$ cat src/rtl/fpu_ss_issue_ctrl.sv
// In-order issue controller for the FPU subsystem: holds one decoded instruction,
// checks FPR hazards against a scoreboard and issues it to the FPU or the load/store path.
module fpu_ss_issue_ctrl #(
    parameter  int NumTags = 4,
    localparam int TagW    = (NumTags > 1) ? $clog2(NumTags) : 1
) (
    input  logic            clk_i,
    input  logic            rst_i,
    input  logic            in_valid_i,
    output logic            in_ready_o,
    input  logic [4:0]      in_rs1_i,
    input  logic [4:0]      in_rs2_i,
    input  logic [4:0]      in_rs3_i,
    input  logic [4:0]      in_rd_i,
    input  logic [2:0]      in_rs_used_i,
    input  logic            in_rd_is_fp_i,
    input  logic            in_use_fpu_i,
    input  logic            in_is_load_i,
    input  logic            in_is_store_i,
    input  logic            fence_i,
    output logic            fpu_valid_o,
    input  logic            fpu_ready_i,
    output logic [TagW-1:0] fpu_tag_o,
    input  logic            fpu_out_valid_i,
    input  logic [TagW-1:0] fpu_out_tag_i,
    output logic            mem_valid_o,
    input  logic            mem_ready_i,
    input  logic            mem_rsp_valid_i,
    output logic            wb_valid_o,
    output logic [4:0]      wb_rd_o,
    output logic            wb_from_mem_o,
    output logic            busy_o
);

    typedef enum logic {RUN, DRAIN} state_e;

    state_e                      state_q, state_d;
    logic [31:0]                 sb_q, sb_d;
    logic [NumTags-1:0]          tag_busy_q;
    logic [NumTags-1:0][4:0]     tag_rd_q;
    logic [NumTags-1:0]          tag_fp_q;
    logic                        ld_pend_q;
    logic [4:0]                  ld_rd_q;

    logic            drain, tag_avail, raw, waw;
    logic [TagW-1:0] free_tag;
    logic            sel_fpu, sel_mem, sel_other, mem_hazard;
    logic            fpu_fire, ld_fire, fpu_cpl, fpu_wb, ld_cpl;

    assign drain = (state_q == DRAIN);

    // Lowest free tag wins: scan downward so the last hit is the smallest index.
    always_comb begin
        free_tag  = '0;
        tag_avail = 1'b0;
        for (int i = NumTags - 1; i >= 0; i--) begin
            if (!tag_busy_q[i]) begin
                free_tag  = TagW'(i);
                tag_avail = 1'b1;
            end
        end
    end

    assign raw = |(in_rs_used_i & {sb_q[in_rs3_i], sb_q[in_rs2_i], sb_q[in_rs1_i]});
    assign waw = in_rd_is_fp_i & sb_q[in_rd_i];

    assign sel_fpu   = in_use_fpu_i;
    assign sel_mem   = !in_use_fpu_i & (in_is_load_i | in_is_store_i);
    assign sel_other = !in_use_fpu_i & !in_is_load_i & !in_is_store_i;

    // Stores only read rs2 and never write the FPR, so they skip RAW on rs1/rs3 and WAW.
    assign mem_hazard = drain | ld_pend_q |
                        (in_is_load_i ? (raw | waw) : sb_q[in_rs2_i]);

    assign fpu_valid_o = !rst_i & in_valid_i & sel_fpu & !(raw | waw | !tag_avail | drain);
    assign mem_valid_o = !rst_i & in_valid_i & sel_mem & !mem_hazard;
    assign fpu_tag_o   = free_tag;
    assign in_ready_o  = (fpu_valid_o & fpu_ready_i) | (mem_valid_o & mem_ready_i) |
                         (!rst_i & sel_other & !drain);

    assign fpu_fire = fpu_valid_o & fpu_ready_i;
    assign ld_fire  = mem_valid_o & mem_ready_i & in_is_load_i;

    // FPU writeback wins the port; the load response is held until a free cycle.
    assign fpu_cpl = fpu_out_valid_i & tag_busy_q[fpu_out_tag_i];
    assign fpu_wb  = fpu_cpl & tag_fp_q[fpu_out_tag_i];
    assign ld_cpl  = mem_rsp_valid_i & ld_pend_q & !fpu_wb;

    assign wb_valid_o    = !rst_i & (fpu_wb | ld_cpl);
    assign wb_rd_o       = fpu_wb ? tag_rd_q[fpu_out_tag_i] : ld_rd_q;
    assign wb_from_mem_o = !fpu_wb & ld_cpl;
    assign busy_o        = !rst_i & ((|tag_busy_q) | ld_pend_q | drain);

    always_comb begin
        sb_d = sb_q;
        if (fpu_wb)                   sb_d[tag_rd_q[fpu_out_tag_i]] = 1'b0;
        if (ld_cpl)                   sb_d[ld_rd_q]                 = 1'b0;
        if (fpu_fire & in_rd_is_fp_i) sb_d[in_rd_i]                 = 1'b1;
        if (ld_fire)                  sb_d[in_rd_i]                 = 1'b1;
    end

    always_comb begin
        state_d = state_q;
        case (state_q)
            RUN:     if (fence_i && !in_valid_i) state_d = DRAIN;
            DRAIN:   if (!(|tag_busy_q) && !ld_pend_q && !fence_i) state_d = RUN;
            default: state_d = RUN;
        endcase
    end

    always_ff @(posedge clk_i or posedge rst_i) begin
        if (rst_i) begin
            state_q    <= RUN;
            sb_q       <= '0;
            tag_busy_q <= '0;
            tag_rd_q   <= '0;
            tag_fp_q   <= '0;
            ld_pend_q  <= 1'b0;
            ld_rd_q    <= '0;
        end else begin
            state_q <= state_d;
            sb_q    <= sb_d;
            if (fpu_cpl) tag_busy_q[fpu_out_tag_i] <= 1'b0;
            if (fpu_fire) begin
                tag_busy_q[free_tag] <= 1'b1;
                tag_rd_q[free_tag]   <= in_rd_i;
                tag_fp_q[free_tag]   <= in_rd_is_fp_i;
            end
            if (ld_cpl) begin
                ld_pend_q <= 1'b0;
            end else if (ld_fire) begin
                ld_pend_q <= 1'b1;
                ld_rd_q   <= in_rd_i;
            end
        end
    end

endmodule

$ cat config.mk
export PLATFORM = sky130hd
export DESIGN_NAME = fpu_ss_issue_ctrl
export DESIGN_NICKNAME = d
export VERILOG_FILES = /design/src/rtl/fpu_ss_issue_ctrl.sv
export SDC_FILE = /design/constraint.sdc
export NUM_CORES = 1
export LEC_CHECK = 0
export CAP_MARGIN = 25
export CORE_ASPECT_RATIO = 1.2
export CORE_MARGIN = 4
export CORE_UTILIZATION = 60
export DETAILED_ROUTE_END_ITERATION = 8
export PLACE_DENSITY = 0.9
export SLEW_MARGIN = 0
export SYNTH_ARGS = -nofsm -noshare
export SYNTH_HDL_FRONTEND = slang
export SYNTH_SLANG_ARGS = --single-unit
$ cat constraint.sdc
create_clock -name clk_i -period 7.2 [get_ports clk_i]
set_input_delay 1.8 -clock clk_i [delete_from_list [all_inputs] [get_ports clk_i]]
set_output_delay 1.8 -clock clk_i [all_outputs]
set_load 0.01 [all_outputs]
==> flow_summary.json <==
{
  "status": "finished clean",
  "crit_path_max_fanout": 8,
  "setup_viol": 0,
  "grt.total_usage_pct": 31.8,
  "p_int_mw": 0.681,
  "worst-setup-path-type": "in -> out",
  "overflow": 0,
  "cp_top_family": "buffers and inverters",
  "ant_nets": 0,
  "finalNetCount": 495,
  "wirelength_um": 13500,
  "vias_per_cell": 7.36,
  "clock_path_buffers": 2,
  "io_pins": 50,
  "synth_cell_types": 51,
  "hold_buffers": 0,
  "synth-async-reset-ratio_pct": 100,
  "fin_crit_sh_pct": 96.1,
  "syn-num-nets": 454,
  "skew_ns": 0.00797,
  "post_cts_resized": 0,
  "start_util_pct": 62.1,
  "p_per_area_nw_per_um2": 187,
  "rsz0062_at_grt": "no",
  "clk-insertion-delay-late_ns": 0.36,
  "crit_buf_inv": 2,
  "setup_tns_ns": 0,
  "drt-wirelength-per-cell_um": 24.4,
  "crit_chain": "clkdlybuf4s50_1, mux4_2, nor2b_1, a2111oi_0, and4b_1, a2111oi_4, and2_1, o21a_1, clkdlybuf4s50_1",
  "clkTransAtPathRegs_ns": 0.07,
  "cpPeakStageDelay_ns": 0.72,
  "die_h_um": 103,
  "first_iter_violations": 547,
  "power_switching_mw": 0.300,
  "h-tree-depth": 3,
  "grt_pass1_vias": 4060,
  "synth_cells": 417,
  "met3_usage_pct": 7.21,
  "slew_headroom_pct": 45.6,
  "finalCriticalPeriod_ns": 6.92,
  "drcViolationCount": 0,
  "cpMostUsedCell": "clkdlybuf4s50_1",
  "dpl.cell_count": 537,
  "core.rowCount": 34,
  "drt-pass1-iter-count": 5,
  "ir_worst_vdd_mv": 0.155,
  "p_seq_share_pct": 45.5,
  "fmax_mhz": 145,
  "grtUsageMet1_pct": 38.7,
  "combPwrFrac_pct": 22.2,
  "grt_max_degree": 68,
  "final_area_um2": 5260,
  "synth_edf_count": 0,
  "drv_cap": 0,
  "crit_required_ns": 5.40,
  "gp_congestion": 0.985,
  "hpwl_um": 9410,
  "tritoncts": "done",
  "synth-main-ff-cell": "dfrtp_1",
  "fp.dieArea_um2": 9030,
  "grt_pass1_wl_um": 21600,
  "busiest_layer": "met2",
  "worst_slew_pin_slew_ns": 0.816,
  "clock-sinks": 67,
  "cts_setup_buffers": 0,
  "cts_buffers": 9,
  "syn_to_final_growth_pct": 15.8,
  "root_buffer": "clkbuf_8",
  "yosys_warnings": 0,
  "p_leak_nw": 2.19,
  "hold_depth": 1,
  "critPathArrivalTime_ns": 5.12,
  "antenna_cells": 0,
  "grt_use_met2_pct": 52.1,
  "io_buffers": 49,
  "die_x_um": 87.4,
  "hold_class": "reg -> reg",
  "via_count": 4072,
  "synth_area_um2": 4540,
  "yosysSeqAreaShare_pct": 36.9,
  "ys_ff_latch": 67,
  "slew_violations": 0,
  "grt_antenna_before_repair": 0,
  "reg2regPathDepth": 9,
  "avgSynthCellArea_um2": 10.9,
  "swShare_pct": 30.6,
  "drive_gt1_share_pct": 14.0,
  "dpl_cell_area_um2": 5050,
  "crit_cells": 9,
  "core_area_um2": 7320,
  "finalHoldViolations": 0,
  "worstSetupEndpointType": "output pin",
  "p_clk_share_pct": 32.3,
  "crit_path_start_kind": "input pin",
  "fin_cells": 553,
  "slowest_stage": "clkdlybuf4s50_1"
}
## cells by family after synthesis
kind of cell / share of synthesized area (%)
AND/OR/NAND/NOR: 15.6
AO/OA/AOI/OAI: 16.4
buffers and inverters: 3.69
multiplexers: 27.4
flip-flops: 36.9
## per-stage QoR
| stage | worst slack, ns | hold slack [ns] | power, mW | utilization (%) |
|---|---|---|---|---|
| final | 0.283 | 0.493 | 0.982 | 71.9 |
| after global routing | 0.0827 | 0.506 | 1.02 | 71.9 |
| after CTS | 0.294 | 0.492 | 0.977 | 71.9 |
| after detailed placement | 0.323 | 0.475 | 0.664 | 69.1 |
| after global placement | 0.496 | 0.463 | 0.655 | 69.1 |
| after floorplan | 1.59 | 0.452 | 0.579 | - |
## placed cells by master (no fill, tap or decap), types with 8 or more instances in the layout
| cell type | count |
|---|---|
| nor2_1 | 17 |
| nand2b_1 | 11 |
| dfrtp_1 | 67 |
| o21ai_0 | 12 |
| mux2_1 | 30 |
| clkbuf_8 | 10 |
| o221ai_1 | 33 |
| nand3b_1 | 12 |
| nand2_1 | 26 |
| mux2i_1 | 30 |
| mux4_2 | 23 |
| o21ai_1 | 33 |
| clkdlybuf4s50_1 | 49 |
| nand3_1 | 15 |
| mux2_2 | 8 |
## worst register-to-register path, delay by kind of cell, from the launching register on
family          cells  cell delay, ns
buf+inv             2            0.51
simple gates        1            0.24
flops               1            0.48
mux                 2            0.85
compound gates      4            1.13
## state kept, by name, summed over array words and instances (netlist names)
register / count
tag_busy_q: 4
tag_fp_q: 4
ld_pend_q: 1
sb_q: 32
drain: 1
ld_rd_q: 5
tag_rd_q: 20
## Yosys cell counts, types with 4 or more instances
| library cell | instances | area share (%) |
|---|---|---|
| dfrtp_1 | 67 | 37 |
| o21ai_1 | 33 | 3.6 |
| o221ai_1 | 33 | 6.4 |
| mux2_1 | 30 | 7.4 |
| mux2i_1 | 30 | 6.6 |
| nand2_1 | 26 | 2.1 |
| mux4_2 | 23 | 11 |
| nor2_1 | 17 | 1.4 |
| nand3_1 | 15 | 1.7 |
| nand3b_1 | 12 | 2.0 |
| o21ai_0 | 12 | 1.3 |
| buf_2 | 11 | 1.2 |
| nand2b_1 | 11 | 1.5 |
| mux2_2 | 8 | 2.0 |
| inv_1 | 7 | 0.58 |
| nor2b_1 | 7 | 0.96 |
| a21oi_1 | 6 | 0.66 |
| buf_1 | 6 | 0.50 |
| clkbuf_1 | 5 | 0.41 |
| o22ai_1 | 5 | 0.69 |
| a22oi_1 | 4 | 0.66 |
| and3_1 | 4 | 0.55 |
| buf_6 | 4 | 0.99 |
## worst paths after layout
path                                    startpoint                      end  slack (ns)
max reg2reg                     sb_q[31]$_DFF_PP0_  tag_rd_q[1]$_DFFE_PP0P_        3.86
max in group asynchronous                    rst_i       sb_q[27]$_DFF_PP0_        4.57
min                        tag_rd_q[8]$_DFFE_PP0P_  tag_rd_q[8]$_DFFE_PP0P_        0.49
min reg2reg                tag_rd_q[8]$_DFFE_PP0P_  tag_rd_q[8]$_DFFE_PP0P_        0.49
max                                    in_rs1_i[0]              mem_valid_o        0.28
min in group asynchronous                    rst_i          drain$_DFF_PP0_        2.07
## cell type report
| class | count | area, um^2 |
|---|---|---|
| clock inverter | 6 | 65.1 |
| tap | 90 | 113 |
| inverter | 7 | 26.3 |
| fill | 538 | 2060 |
| timing repair buffer | 56 | 543 |
| sequential | 67 | 1680 |
| multi-input combinational | 317 | 2700 |
| clock buffer | 10 | 138 |
## power groups by stage
stage | Clock [mW] | Combinational [mW] | Sequential (mW)
floorplan | 0 | 0.149 | 0.430
global placement | 0 | 0.207 | 0.448
detailed placement | 0 | 0.213 | 0.451
CTS | 0.318 | 0.215 | 0.444
global route | 0.340 | 0.235 | 0.449
finish | 0.317 | 0.218 | 0.447
## per-layer routing
| layer | routed length [um] | part of all wire, % |
|---|---|---|
| met2 | 6570 | 49 |
| met3 | 1290 | 9.6 |
| met1 | 4810 | 36 |
| met5 | 0 | 0 |
| met4 | 812 | 6.0 |
Note: power is estimated with default switching activity, not from simulation.
